[config.mk]
export PLATFORM = sky130hd
export DESIGN_NAME = adder_nbit_pipelined_flat
export DESIGN_NICKNAME = d
export VERILOG_FILES = /design/src/rtl/adder_nbit_pipelined_pkg.sv /design/src/rtl/adder_nbit_pipelined_if.sv /design/src/rtl/adder_nbit_pipelined_fa.sv /design/src/rtl/adder_nbit_pipelined_slice.sv /design/src/rtl/adder_nbit_pipelined.sv /design/src/flat_wrapper.sv
export SDC_FILE = /design/constraint.sdc
export NUM_CORES = 1
export LEC_CHECK = 0
export CAP_MARGIN = 20
export CORE_UTILIZATION = 35
export CTS_CLUSTER_DIAMETER = 100
export CTS_CLUSTER_SIZE = 20
export DETAILED_ROUTE_END_ITERATION = 7
export PLACE_DENSITY_LB_ADDON = 0.1
export SLEW_MARGIN = 15
export SYNTH_ARGS = -nofsm -noshare
export SYNTH_HDL_FRONTEND = slang
export SYNTH_HIERARCHICAL = 1
export SYNTH_SLANG_ARGS = --single-unit
[constraint.sdc]
create_clock -name clk -period 3.95 [get_ports clk]
set_input_delay 0.395 -clock clk [delete_from_list [all_inputs] [get_ports clk]]
set_output_delay 0.395 -clock clk [all_outputs]
set_load 0.01 [all_outputs]
[src/rtl/adder_nbit_pipelined_pkg.sv]
// Shared types and helpers for the pipelined N-bit ripple adder.
// Holds the overflow-mode encodings, the slice-width helper and the per-stage control payload.
package adder_pkg;

    localparam logic OVF_UNSIGNED = 1'b0;
    localparam logic OVF_SIGNED   = 1'b1;

    // Control side of one stage; the slice sums live in per-stage data vectors.
    typedef struct packed {
        logic valid;
        logic mode;
        logic carry;
        logic cim;
    } stage_ctrl_t;

    function automatic int slice_w(input int bits, input int stages);
        return bits / stages;
    endfunction

endpackage

[src/rtl/adder_nbit_pipelined_if.sv]
// Operand/result stream bundle for the pipelined adder.
// The master side is the producer and consumer pair; the slave side is the adder itself.
interface adder_nbit_pipelined_if #(
    parameter int NUM_BITS = 16
);
    logic                in_valid;
    logic                in_ready;
    logic [NUM_BITS-1:0] a;
    logic [NUM_BITS-1:0] b;
    logic                carry_in;
    logic                signed_mode;
    logic                out_valid;
    logic                out_ready;
    logic [NUM_BITS-1:0] sum;
    logic                overflow;

    modport master (
        output in_valid, a, b, carry_in, signed_mode, out_ready,
        input  in_ready, out_valid, sum, overflow
    );

    modport slave (
        input  in_valid, a, b, carry_in, signed_mode, out_ready,
        output in_ready, out_valid, sum, overflow
    );
endinterface

[src/rtl/adder_nbit_pipelined_fa.sv]
// One-bit full adder, the building block of every ripple slice.
module adder_full_bit (
    input  logic i_a,
    input  logic i_b,
    input  logic i_c,
    output logic o_s,
    output logic o_c
);
    logic w_p;

    assign w_p = i_a ^ i_b;
    assign o_s = w_p ^ i_c;
    assign o_c = (i_a & i_b) | (i_c & w_p);
endmodule

[src/rtl/adder_nbit_pipelined_slice.sv]
// Combinational SLICE-bit ripple adder built from full adders.
// Also exposes the carry into its top bit for two's-complement overflow.
module adder_slice_ripple #(
    parameter int SLICE = 4
) (
    input  logic [SLICE-1:0] i_a,
    input  logic [SLICE-1:0] i_b,
    input  logic             i_cin,
    output logic [SLICE-1:0] o_sum,
    output logic             o_cout,
    output logic             o_cim
);
    logic [SLICE:0] w_c;

    assign w_c[0] = i_cin;

    for (genvar i = 0; i < SLICE; i++) begin : g_bit
        adder_full_bit u_fa (
            .i_a (i_a[i]),
            .i_b (i_b[i]),
            .i_c (w_c[i]),
            .o_s (o_sum[i]),
            .o_c (w_c[i+1])
        );
    end

    assign o_cout = w_c[SLICE];
    assign o_cim  = w_c[SLICE-1];
endmodule

[src/rtl/adder_nbit_pipelined.sv]
// Pipelined N-bit ripple adder: one slice per stage, carry registered between stages,
// global stall when the output is held, result NUM_STAGES cycles after acceptance.
module adder_nbit_pipelined
    import adder_pkg::*;
#(
    parameter int NUM_BITS   = 16,
    parameter int NUM_STAGES = 4
) (
    input  logic                  clk,
    input  logic                  rst,
    adder_nbit_pipelined_if.slave bus
);
    localparam int SLICE = slice_w(NUM_BITS, NUM_STAGES);
    localparam int LAST  = NUM_STAGES - 1;

    function automatic logic ovf_flag(input logic mode, input logic cout, input logic cim);
        return (mode == OVF_SIGNED) ? (cout ^ cim) : cout;
    endfunction

    logic                  w_en;
    logic [NUM_BITS-1:0]   w_a   [NUM_STAGES];
    logic [NUM_BITS-1:0]   w_b   [NUM_STAGES];
    logic [NUM_BITS-1:0]   w_sum [NUM_STAGES];
    logic [SLICE-1:0]      w_ssum[NUM_STAGES];
    logic [NUM_STAGES-1:0] w_cin;
    logic [NUM_STAGES-1:0] w_mode;
    logic [NUM_STAGES-1:0] w_vld;
    logic [NUM_STAGES-1:0] w_cout;
    logic [NUM_STAGES-1:0] w_cim;
    logic                  w_unused_ok;

    // Operand vectors double as skew registers (upper slices not yet added) and
    // sum vectors as deskew registers (lower slices already completed).
    logic [NUM_BITS-1:0]   r_a   [NUM_STAGES];
    logic [NUM_BITS-1:0]   r_b   [NUM_STAGES];
    logic [NUM_BITS-1:0]   r_sum [NUM_STAGES];
    stage_ctrl_t           r_ctl [NUM_STAGES];

    assign w_en         = !r_ctl[LAST].valid || bus.out_ready;
    assign bus.in_ready = w_en;

    for (genvar k = 0; k < NUM_STAGES; k++) begin : g_stage
        if (k == 0) begin : g_head
            assign w_a[k]    = bus.a;
            assign w_b[k]    = bus.b;
            assign w_sum[k]  = '0;
            assign w_cin[k]  = bus.carry_in;
            assign w_mode[k] = bus.signed_mode;
            assign w_vld[k]  = bus.in_valid;
        end else begin : g_body
            assign w_a[k]    = r_a[k-1];
            assign w_b[k]    = r_b[k-1];
            assign w_sum[k]  = r_sum[k-1];
            assign w_cin[k]  = r_ctl[k-1].carry;
            assign w_mode[k] = r_ctl[k-1].mode;
            assign w_vld[k]  = r_ctl[k-1].valid;
        end

        adder_slice_ripple #(
            .SLICE (SLICE)
        ) u_slice (
            .i_a    (w_a[k][k*SLICE +: SLICE]),
            .i_b    (w_b[k][k*SLICE +: SLICE]),
            .i_cin  (w_cin[k]),
            .o_sum  (w_ssum[k]),
            .o_cout (w_cout[k]),
            .o_cim  (w_cim[k])
        );
    end

    always_ff @(posedge clk) begin
        if (rst) begin
            for (int k = 0; k < NUM_STAGES; k++) begin
                r_a[k]   <= '0;
                r_b[k]   <= '0;
                r_sum[k] <= '0;
                r_ctl[k] <= '0;
            end
        end else if (w_en) begin
            for (int k = 0; k < NUM_STAGES; k++) begin
                r_a[k]                     <= w_a[k];
                r_b[k]                     <= w_b[k];
                r_sum[k]                   <= w_sum[k];
                r_sum[k][k*SLICE +: SLICE] <= w_ssum[k];
                r_ctl[k].valid             <= w_vld[k];
                r_ctl[k].mode              <= w_mode[k];
                r_ctl[k].carry             <= w_cout[k];
                r_ctl[k].cim               <= w_cim[k];
            end
        end
    end

    assign bus.out_valid = r_ctl[LAST].valid;
    assign bus.sum       = r_sum[LAST];
    assign bus.overflow  = ovf_flag(r_ctl[LAST].mode, r_ctl[LAST].carry, r_ctl[LAST].cim);

    // The last stage's operand copies have no further consumer.
    assign w_unused_ok = ^{r_a[LAST], r_b[LAST]};
endmodule

[src/flat_wrapper.sv]
// flat-port wrapper written by rule: the top's interface ports become plain ports
module adder_nbit_pipelined_flat import adder_pkg::*;
#(
    parameter int NUM_BITS   = 16,
    parameter int NUM_STAGES = 4
)
  (clk, rst, bus_in_valid, bus_a, bus_b, bus_carry_in, bus_signed_mode, bus_out_ready, bus_in_ready, bus_out_valid, bus_sum, bus_overflow);
  adder_nbit_pipelined_if #(.NUM_BITS(NUM_BITS)) bus_i ();
  input  logic clk;
  input  logic rst;
  input wire logic [$bits(bus_i.in_valid)-1:0] bus_in_valid;
  input wire logic [$bits(bus_i.a)-1:0] bus_a;
  input wire logic [$bits(bus_i.b)-1:0] bus_b;
  input wire logic [$bits(bus_i.carry_in)-1:0] bus_carry_in;
  input wire logic [$bits(bus_i.signed_mode)-1:0] bus_signed_mode;
  input wire logic [$bits(bus_i.out_ready)-1:0] bus_out_ready;
  output wire logic [$bits(bus_i.in_ready)-1:0] bus_in_ready;
  output wire logic [$bits(bus_i.out_valid)-1:0] bus_out_valid;
  output wire logic [$bits(bus_i.sum)-1:0] bus_sum;
  output wire logic [$bits(bus_i.overflow)-1:0] bus_overflow;
  assign bus_i.in_valid = bus_in_valid;
  assign bus_i.a = bus_a;
  assign bus_i.b = bus_b;
  assign bus_i.carry_in = bus_carry_in;
  assign bus_i.signed_mode = bus_signed_mode;
  assign bus_i.out_ready = bus_out_ready;
  assign bus_in_ready = bus_i.in_ready;
  assign bus_out_valid = bus_i.out_valid;
  assign bus_sum = bus_i.sum;
  assign bus_overflow = bus_i.overflow;
  adder_nbit_pipelined #(.NUM_BITS(NUM_BITS), .NUM_STAGES(NUM_STAGES)) u_core (.clk(clk), .rst(rst), .bus(bus_i));
endmodule
; ---- Word level (Yosys, flattened, before mapping)
; Memories as Yosys holds them, arrays and structs flattened.
; Cells that the tools add are included.
[op_classes]
n_mux = 38
n_bitwise = 113
n_reduce_logical = 2
[ops]
columns = operator, n
row1 = 16-bit two-way mux, 12
row2 = 1-bit OR, 48
row3 = 1-bit bitwise XOR, 33
row4 = 1-bit bitwise AND, 32
row5 = 1-bit two-way mux, 22
row6 = 4-bit two-way mux, 4
row7 = 1-bit zero test, 1
row8 = 1-bit logical OR, 1
[totals]
regBits = 0
ramBits = 208
out_inout_bits = 19
elab_cells = 157
n_memories = 4
[memory_table]
columns = name, depth, word_bits, read_ports, rd_ports_with_merged_regs, write_ports, line
row1 = u_core.r_a, 4, 16, 3, 0, 4, adder_nbit_pipelined.sv:34  ; logic [NUM_BITS-1:0] r_a [NUM_STAGES];
row2 = u_core.r_b, 4, 16, 3, 0, 4, adder_nbit_pipelined.sv:35  ; logic [NUM_BITS-1:0] r_b [NUM_STAGES];
row3 = u_core.r_sum, 4, 16, 4, 0, 4, adder_nbit_pipelined.sv:36  ; logic [NUM_BITS-1:0] r_sum [NUM_STAGES];
row4 = u_core.r_ctl, 4, 4, 4, 0, 4, adder_nbit_pipelined.sv:37  ; stage_ctrl_t r_ctl [NUM_STAGES];

; ---- Depth between registers and ports, before layout
; Gate-level depths: netlist of run 1.
; An unclocked memory read counts as a cell.
[depth]
depth_word = 11
mapped_depth = 5

; ---- Hierarchy
; The synthesis of run 1 kept the hierarchy.
[by_module_without_submodules]
columns = module, instances, cells_each, area_per_inst_um2, seq_area_each_um2
row1 = adder_nbit_pipelined, 1, 229, 4337.9, 3032.9
row2 = adder_full_bit, 16, 1, 20.0, 0.0

; ---- Worst setup path before layout of run 1
; Ideal clock, no wire load.
[synth_path]
path_kind = input to register
startpoint = input port rst
endpoint = memory u_core.r_a[0][10], enable pin
arrival_ns = 3.034
required_ns = 3.473
setup_slack_ns = 0.439
path_stages = 2
path_cell_list = buf_2 nand2b_1
[synth_lines]
columns = item, line
row1 = start: declaration, flat_wrapper.sv:10  ; input logic rst;
row2 = end: declaration, adder_nbit_pipelined.sv:34

==> results of run 1 <==
cells by family (layout without fill, tap and decap cells):
kind of cell | count (synthesis) | in the layout
XOR/XNOR | 1 | 1
buffers and inverters | 23 | 78
AND/OR/NAND/NOR | 104 | 104
adder cells (fa/ha/maj) | 16 | 16
flip-flops | 101 | 101
power breakdown:
| group | total [mW] | internal [mW] | switching [mW] |
|---|---|---|---|
| sequential | 1.27 | 1.25 | 0.0193 |
| clock | 0.798 | 0.426 | 0.371 |
| combinational | 0.185 | 0.112 | 0.0727 |
| total | 2.25 | 1.79 | 0.463 |
final cells by class:
class                   instances  area, sq um  share of cell area [%]
clock buffers                  10          229                    4.09
clock inverters                 6         38.8                   0.693
inverters                       1         3.75                  0.0671
multi-input cells             121         1470                    26.2
flip-flops and latches        101         3030                    54.2
well taps                     172          215                    3.85
repair buffers                 61          608                    10.9
state kept, by name (all words and copies together), names as in the netlist:
| register | count |
|---|---|
| u_core/r_a | 24 |
| u_core/r_b | 24 |
| u_core/r_ctl | 13 |
| u_core/r_sum | 40 |
synthesized netlist by cell type:
cell type and instances:
buf_2 11, buf_4 1, buf_6 8, clkbuf_1 2, edfxtp_1 101, fa_1 16
inv_2 1, nand2_1 1, nand2b_1 1, nor2b_4 1, nor3b_1 31, nor3b_2 70
xnor2_1 1
metal layers:
layer / GRT usage (%) / vias to the layer above / routed length [microns]
met4: 5.36 / 0 / 118
met2: 16.2 / 40 / 3260
met3: 1.95 / 11 / 197
li1: - / 1022 / -
met5: 0 / - / 0
met1: 15.2 / 1064 / 3310
critical path: stages:
cell and delay, ps:
clkdlybuf4s50_1 430, fa_1 450, fa_1 410, fa_1 400, fa_1 450, nor3b_1 150
worst max-delay path by stage:
stage,from,to,cells after the start,slack (ps)
6_report,bus_a[0],u_core/r_sum[0][3],6,1320
5_1_grt,bus_a[0],u_core/r_sum[0][3],6,1250
4_1_cts,bus_a[0],u_core/r_sum[0][3],6,1310
3_5_place_dp,bus_a[0],u_core/r_sum[0][3],6,970
3_3_place_gp,bus_a[0],u_core/r_sum[0][3],6,1030
2_1_floorplan,rst,u_core/r_a[0][10],2,440
==> metrics.md, run 1 <==
| Metric | Value |
|---|---|
| Status | complete, no violations |
| Largest family of logic cells by synthesized area | simple AND/OR/NAND/NOR gates |
| Vias in the first global route | 2206 |
| First-pass GRT wire length | between 10 and 15 mm |
| Dpl ws | slightly below 1000 ps |
| Max clock buf depth | 2 |
| CTS tree | done |
| Yosys warnings | 6 |
| Cell area after layout | 5600 sq um |
| Drt pass-1 iters | 6 |
| Total power | roughly 2.3 mW |
| Filler cells | 1142 |
| I/O Buffers | 56 |
| Number of setup buffers added after CTS | 0 |
| Crit Path Category | in2reg |
| Post-cts sizing count | 0 |
| Gr ovfl total | 0 |
| Worst vdd ir | between 0.15 and 0.2 mV |
| Max-slew violations | 0 |
| Slew at the pin with the worst max-slew slack | 756 ps |
| H-Tree Depth | 3 |
| Total CTS buffers | 9 |
| Clock tree root driver cell | clkbuf_16 |
| Die width | around 120 microns |
| TritonCTS sink count | 101 |
| Setup ws final | 1320 ps |
| Critical Path AT | about 2700 ps |
| Power Dens Cells | just over 400 nW/um^2 |
| Post-Syn Area | about 4700 sq um |
| Leak pwr | 2.07 nW |
| Share of cells above drive strength 1 | 31.0% |
| Syn nets | 299 |
| Post-Synth XOR/XNOR Area | 0.188% |
| Placed cells | 456 |
| Worst Path Required | 4000 ps |
| Worst Hold Path Cells | 1 |
| Worst r2r src | u_core/r_a[0][4] |
| R2R depth | 5 |
| Setup-failing EPs final | 0 |
| Routed Antenna Nets | 0 |
| CP Capture Type | register |
| Mux cell area share after synthesis | 0% |
| Worst-path fanout max | 1 |
| R2R Setup Slk | ~1400 ps |
| Final hold vios | 0 |
| Max Cap Viol | 0 |
| Die height | 117 microns |
| Final core utilization | 43.8% |
| Row count | 41 |
| CTS Hold Bufs | 0 |
| Fin crit share | 66.5% |
| Reg2reg end | u_core/r_sum[1][7] |
| Avg Vias per Cell | roughly 4.5 |
| Area leader, netlist | edfxtp_1 |
| DP Wirelength | 3.79 mm |
| Sequential area share after synthesis | 65.1% |
| # DRC | 0 |
| Core Area | 12800 sq um |
| Placed cell area | 5330 sq um |
| Hold WS | 564 ps |
| DIE AREA | 13800 sq um |
| Hold EP | u_core/r_sum[3][2] |
| Highest Clock Rate | 0.381 GHz |
| RSZ-0062 raised after global routing | no |
| Hold/Removal Path Class | reg2reg |
| Adder-cell share of the synthesized area | between 6 and 7% |
| Antenna cells | 0 |
| RePlAce Congestion | roughly 0.63 |
| Initial antenna violation count | 0 |
| TNS Setup | 0 ps |
| FF+latch count, synth | 101 |
| Syn Area/Cell | 19.0 sq um |
| Final Skew | approximately 10 ps |
| Area Overhead vs Synth | 20.1% |
| Fin crit period | 2630 ps |
| HP Start | u_core/r_sum[2][2] |
| Nets@finish | 349 |
| Largest net degree at the start of global routing | around 100 |
| Total Routing Usage GR | 10.8% |
| WL/cell | ~15 microns |
| Most common cell after layout, fill and taps aside | edfxtp_1 |
| CP Launch Type | primary input |
| Initial Utilization | 36.5% |
| Ports | 57 |
| Detailed Route Iter0 Violations | 162 |
| DR vias | 2137 |
| Post-Syn Instances | about 250 |
| Synth unique cells | 13 |
| Non-filler cells, final | 472 |
| Clock slew at reported path FFs | approximately 60 ps |
| Top cells by area, synth | edfxtp_1 65%, nor3b_2 19%, fa_1 6.9% |
| Drt total wl | 6.89 mm |
| Later-pin clock latency in the skew report | 330 ps |
| Synth top area share | 65.1% |
| Synth Area in Simple Gates | 24.3% |
| Worst rel slew slack | 49.6% |
| Most frequent cells in the layout | 101 x edfxtp_1, 70 x nor3b_2, 55 x clkdlybuf4s50_1 |
| Compound-cell area share of the yosys netlist | 0% |
(Power assumes the default switching activity.)
==> run 2: changes to the inputs <==
==> constraint.sdc (replaced) <==
create_clock -name clk -period 2.2 [get_ports clk]
set_input_delay 0.22 -clock clk [delete_from_list [all_inputs] [get_ports clk]]
set_output_delay 0.22 -clock clk [all_outputs]
set_load 0.01 [all_outputs]
==> metrics.md, run 2 (synthesis results as in run 1) <==
| Metric | Value |
|---|---|
| Fin crit period | approximately 2300 ps |
| First-pass GRT wire length | 11.0 mm (-7.1%) |
| Clk network pwr share | 35.4% (about the same) |
| Hold/Removal Path Class | in2reg |
| CTS Hold Bufs | 0 (unchanged) |
| Final Skew | 7.48 ps (-2.88 ps) |
| Status | complete, but fails checks |
| Failing checks | negative setup slack |
| Clock slew at reported path FFs | 70 ps (about the same) |
| Area Overhead vs Synth | 22.2% |
| Max-slew violations | 0 (unchanged) |
| Total CTS buffers | 9 (unchanged) |
| Routed Antenna Nets | 0 (unchanged) |
| R2R Setup Slk | -140 ps (-1570 ps) |
| Ports | 57 (unchanged) |
| Initial Utilization | 36.5% (unchanged) |
| Initial antenna violation count | 0 (unchanged) |
| Die width | 117 microns (unchanged) |
| Die height | 117 microns (unchanged) |
| Drt total wl | 6.71 mm (-2.6%) |
| Vias in the first global route | 2143 (-2.9%) |
| Core Area | 12800 sq um (unchanged) |
| Nets@finish | 351 (+0.57%) |
| Slew at the pin with the worst max-slew slack | 641 ps (-114 ps) |
| Worst vdd ir | 0.269 mV (+53%) |
| Most common cell after layout, fill and taps aside | edfxtp_1 |
| Most frequent cells in the layout | 101 x edfxtp_1, 72 x nor3b_2, 52 x clkdlybuf4s50_1 |
| Top Registers | u_core/r_sum: 40 flops, u_core/r_a: 24 flops, u_core/r_b: 24 flops |
| Worst rel slew slack | 57.2% (+7.6 points) |
| Crit Path Category | reg2reg |
| Worst Path Required | 2280 ps (-1720 ps) |
| Clock tree root driver cell | clkbuf_16 |
| Placed cell area | 5410 sq um (+1.5%) |
| Fin crit share | 106% |
| Highest Clock Rate | around 0.43 GHz |
| H-Tree Depth | 3 (unchanged) |
| RePlAce Congestion | 0.669 (+6.4%) |
| Gr ovfl total | 0 (unchanged) |
| DIE AREA | 13800 sq um (unchanged) |
| Worst r2r src | u_core/r_a[0][44] |
| # DRC | 0 (unchanged) |
| Setup-failing EPs final | 6 (+6) |
| Cell area after layout | 5690 sq um (+1.7%) |
| HP Start | bus_a[0] |
| Worst-path fanout max | 2 (+1) |
| WL/cell | 14.2 microns (-3.1%) |
| Row count | 41 (unchanged) |
| R2R depth | 5 (unchanged) |
| Avg Vias per Cell | 4.49 (-0.89%) |
| Max Cap Viol | 0 (unchanged) |
| Total internal power | 3.21 mW (+80%) |
| Hold EP | u_core/r_sum[0][0] |
| Sw frac | 20.8% (+0.18 points) |
| CP Capture Type | register |
| Largest net degree at the start of global routing | 102 (-0.97%) |
| Setup ws final | -137 ps (-1460 ps) |
| CTS tree | done |
| Reg2reg end | u_core/r_sum[3][15] |
| CP Launch Type | register |
| Worst Hold Path Cells | 3 (+2) |
| Number of setup buffers added after CTS | 0 (unchanged) |
| I/O Buffers | 56 (unchanged) |
| Share of cells above drive strength 1 | 36.8% (+5.8 points) |
| Logic pwr share | 8.4% (+0.2 points) |
| Final core utilization | 44.6% (+0.74 points) |
| TritonCTS sink count | 101 (unchanged) |
| Max clock buf depth | 2 (unchanged) |
| Antenna cells | 0 (unchanged) |
| Later-pin clock latency in the skew report | 340 ps (about the same) |
| Detailed Route Iter0 Violations | 95 (-41%) |
| Leak pwr | 2.07 nW (+0.25%) |
| Largest Register | u_core/r_sum |
| Sequential share of power | 56.3% (about the same) |
| Max reg flops | 40 (unchanged) |
| Final hold vios | 0 (unchanged) |
| Power Dens Cells | 712 nW/um^2 (+77%) |
| Critical Path AT | 2410 ps (-270 ps) |
| DP Wirelength | 3.72 mm (-1.7%) |
| DR vias | 2127 (-0.47%) |
| Total Routing Usage GR | 10.4% (-0.47 points) |
| Psw | 0.841 mW (+81%) |
| Drt pass-1 iters | 4 (-2) |
| RSZ-0062 raised after global routing | yes |
==> run 2: cell count changes in the layout (fill, tap and decap cells not counted), sizes merged <==
cell / before / now
clkinv: 4 / 5
dlygate4sd2: 0 / 3
buf: 6 / 8
clkdlybuf4s50: 55 / 52
clkbuf: 10 / 9
==> run 2: worst max-delay path, cell delays in order, from the launching register on <==
cell and delay [ps]:
edfxtp_1 400, fa_2 400, fa_2 340, fa_2 360
fa_2 400, nor3b_2 160
==> run 2: per-layer routing <==
| layer | vias up | global-route usage, % | routed length [microns] | share of wire [%] |
|---|---|---|---|---|
| met5 | - | 0 | 0 | 0 |
| met4 | 0 | 6.57 | 184 | 2.7 |
| met3 | 12 | 2.48 | 245 | 3.7 |
| met2 | 47 | 14.5 | 3010 | 45 |
| met1 | 1040 | 14.4 | 3270 | 49 |
| li1 | 1028 | - | - | - |
==> run 2: repair_timing <==
item | 4_1_cts | 5_1_grt
resized for setup | 6 | 2
hold endpoints to repair | 0 | 0
endpoints found under the setup margin | 8 | 6
pin swaps | 4 | 0
cloned | 0 | 0
==> run 2: worst max-delay path by stage <==
| stage | slack [ps] | cells after the start | from | to |
|---|---|---|---|---|
| 6_report | -140 | 5 | u_core/r_a[0][44] | u_core/r_sum[3][15] |
| 5_1_grt | -210 | 5 | u_core/r_a[0][44] | u_core/r_sum[3][15] |
| 4_1_cts | -160 | 5 | u_core/r_a[0][44] | u_core/r_sum[3][15] |
| 3_5_place_dp | -540 | 6 | bus_a[0] | u_core/r_sum[0][3] |
| 3_3_place_gp | -510 | 6 | bus_a[0] | u_core/r_sum[0][3] |
| 2_1_floorplan | -70 | 5 | u_core/r_a[0][44] | u_core/r_sum[3][15] |
==> run 2: stage by stage <==
stage,hold slack (ps),total power [mW],setup TNS (ps),worst slack [ps],cells
final,552,4.05,-528,-137,474
after global routing,562,4.22,-903,-206,474
after CTS,543,4.12,-660,-159,474
after detailed placement,545,2.66,-1830,-538,458
after global placement,543,2.66,-1710,-507,458
after floorplan,459,2.52,-216,-71.7,245
==> run 2: power by group through the flow <==
stage	Combinational (mW)	Sequential [mW]	Clock, mW
floorplan	0.195	2.32	0
global placement	0.339	2.32	0
detailed placement	0.341	2.32	0
CTS	0.345	2.28	1.49
global route	0.373	2.29	1.55
finish	0.339	2.28	1.43
==> run 2: layout make-up <==
class / count / area, sq um
Timing Repair Buffer: 63 / 657
Fill cell: 1126 / 7080
Clock inverter: 7 / 41.3
Clock buffer: 9 / 225
Multi-Input combinational cell: 121 / 1520
Sequential cell: 101 / 3030
Tap cell: 172 / 215
Inverter: 1 / 3.75
==> run 3: changes to the inputs <==
--- a/config.mk
+++ b/config.mk
@@ -6,7 +6,7 @@
 export NUM_CORES = 1
 export LEC_CHECK = 0
 export CAP_MARGIN = 20
-export CORE_UTILIZATION = 35
+export CORE_UTILIZATION = 40
 export CTS_CLUSTER_DIAMETER = 100
 export CTS_CLUSTER_SIZE = 20
 export DETAILED_ROUTE_END_ITERATION = 7
==> metrics.md, run 3 (synthesis results as in run 1) <==
| Metric | Value |
|---|---|
| Status | complete, but fails checks |
| Failing checks | negative setup slack |
| Die width | 110 microns (-6.3%) |
| CP Capture Type | register |
| Area Overhead vs Synth | 20.9% |
| Gr ovfl total | 0 (unchanged) |
| Largest Register | u_core/r_sum |
| H-Tree Depth | 3 (unchanged) |
| Total Routing Usage GR | 12.5% (+2.2 points) |
| Vias in the first global route | 2142 (-0.047%) |
| Fin crit share | 108% (+1.4 points) |
| Most common cell after layout, fill and taps aside | edfxtp_1 |
| Worst-path fanout max | 2 (unchanged) |
| Antenna cells | 0 (unchanged) |
| CTS tree | done |
| Share of cells above drive strength 1 | 36.0% (-0.75 points) |
| Final core utilization | 49.5% (+5.0 points) |
| RSZ-0062 raised after global routing | yes |
| Filler cells | 934 (-17%) |
| Worst vdd ir | 0.336 mV (+25%) |
| Max reg flops | 40 (unchanged) |
| Total CTS buffers | 9 (unchanged) |
| Worst path slowest cell | fa_1 |
| GR peak layer | met2 |
| Row count | 39 (-4.9%) |
| Worst rel slew slack | 58.4% (+1.2 points) |
| Max-slew violations | 0 (unchanged) |
| Clock slew at reported path FFs | 70 ps (about the same) |
| Highest Clock Rate | 0.422 GHz (-1.3%) |
| Final Skew | 6.20 ps (-1.28 ps) |
| DP Wirelength | 3.52 mm (-5.6%) |
| Leak pwr | 2.07 nW (-0.29%) |
| Critical Path AT | 2440 ps (+30 ps) |
| Met1 GRT Util | 17.4% (+3.0 points) |
| CP delay by family, top | adder cells |
| First-pass GRT wire length | 11.0 mm (+0.75%) |
| Drt total wl | 6.73 mm (+0.25%) |
| TNS Setup | -651 ps (-123 ps) |
| Number of setup buffers added after CTS | 0 (unchanged) |
| Worst Path Buf+Inv | 0 (unchanged) |
| I/O Buffers | 56 (unchanged) |
| Crit path cell chain | fa_2 -> fa_2 -> fa_2 -> fa_1 -> nor3b_1 |
| Later-pin clock latency in the skew report | 340 ps (about the same) |
| # DRC | 0 (unchanged) |
| Crit Path Category | reg2reg |
| RePlAce Congestion | 0.671 (+0.42%) |
| Die height | 110 microns (-6.3%) |
| Initial antenna violation count | 0 (unchanged) |
| Largest net degree at the start of global routing | 102 (unchanged) |
| Final hold vios | 0 (unchanged) |
| DR vias | 2167 (+1.9%) |
| Setup ws final | -167 ps (-30.5 ps) |
| Max Cap Viol | 0 (unchanged) |
| Slew at the pin with the worst max-slew slack | 623 ps (-18.0 ps) |
| Core Area | 11400 sq um (-11%) |
| Routed Antenna Nets | 0 (unchanged) |
| Hold/Removal Path Class | in2reg |
| Ports | 57 (unchanged) |
| Most frequent cells in the layout | 101 x edfxtp_1, 72 x nor3b_2, 52 x clkdlybuf4s50_1 |
| Clock tree root driver cell | clkbuf_16 |
| Hold WS | 540 ps (-12.2 ps) |
| Worst Path Required | 2270 ps (about the same) |
| Fin crit period | 2370 ps (+30.5 ps) |
| Setup-failing EPs final | 6 (unchanged) |
| Initial Utilization | 41.0% (+4.5 points) |
| Drt pass-1 iters | 4 (unchanged) |
| Met2 Use GR | 18.0% (+3.5 points) |
| WL/cell | 15.2 microns (+7.3%) |
| Detailed Route Iter0 Violations | 118 (+24%) |
| TritonCTS sink count | 101 (unchanged) |
| Max clock buf depth | 2 (unchanged) |
| CP max stage delay | 430 ps (+30 ps) |
| Top Registers | u_core/r_sum: 40 flops, u_core/r_a: 24 flops, u_core/r_b: 24 flops |
| Global Route met3 Usage | 3.56% (+1.1 points) |
| DIE AREA | 12100 sq um (-12%) |
| Worst path most repeated cell | fa_2 |
| Nets@finish | 349 (-0.57%) |
| R2R Setup Slk | -170 ps (-30 ps) |
| Worst r2r src | u_core/r_ctl[2][1] |
| Worst setup startpoint | u_core/r_ctl[2][1] |
| HP Start | bus_a[0] |
| CP Launch Type | register |
| Avg Vias per Cell | 4.89 (+9.0%) |
| Power Dens Cells | 717 nW/um^2 (+0.71%) |
| Total power | 4.04 mW (-0.36%) |
[run 3: cell count changes in the layout (fill, tap and decap cells not counted), sizes merged]
cell      before  now
inv            2    1
buf            8    6
clkbuf         9   11
clkinvlp       1    0
[run 3: repair_timing]
| item | in CTS | in global routing |
|---|---|---|
| cloned | 0 | 0 |
| pin swaps | 4 | 0 |
| hold buffers | 0 | 0 |
| setup endpoints to repair | 8 | 6 |
| resized for setup | 6 | 1 |
[run 3: final timing paths]
kind,to,depth (start not counted)
hold / removal,u_core/r_sum[0][0],3
setup / recovery,u_core/r_sum[3][15],5
hold reg to reg,u_core/r_a[0][29],1
setup reg to reg,u_core/r_sum[3][15],5
[run 3: worst reg2reg max path: stages, from the launching register on]
cell and delay (ps):
edfxtp_1 400, fa_2 400, fa_2 360, fa_2 360, fa_1 430, nor3b_1 150
[run 3: routing by layer]
layer | routed length, microns | vias up | part of all wire, %
li1 | - | 1020 | -
met1 | 3160 | 1097 | 47
met2 | 3220 | 45 | 48
met3 | 268 | 5 | 4.0
met4 | 87 | 0 | 1.3
met5 | 0 | - | 0
[run 3: layout make-up]
cell class	instances	area (sq um)	share of cell area [%]
flip-flops and latches	101	3030	53.9
multi-input cells	121	1510	26.9
repair buffers	61	642	11.4
clock buffers	11	233	4.13
well taps	143	179	3.18
clock inverters	5	27.5	0.489
inverters	1	3.75	0.0667
[run 3: metrics by stage]
stage,setup WS [ps],cells,cell area [sq um]
after floorplan,-71.7,245,4700
after global placement,-503,427,5360
after detailed placement,-518,427,5360
after CTS,-175,443,5630
after global routing,-249,443,5630
final,-167,443,5630
[run 3: power breakdown]
| group | switching (mW) | internal (mW) | total [mW] |
|---|---|---|---|
| Sequential | 0.0370 | 2.24 | 2.28 |
| Combinational | 0.131 | 0.207 | 0.338 |
| Clock | 0.658 | 0.760 | 1.42 |
| Total | 0.826 | 3.21 | 4.04 |
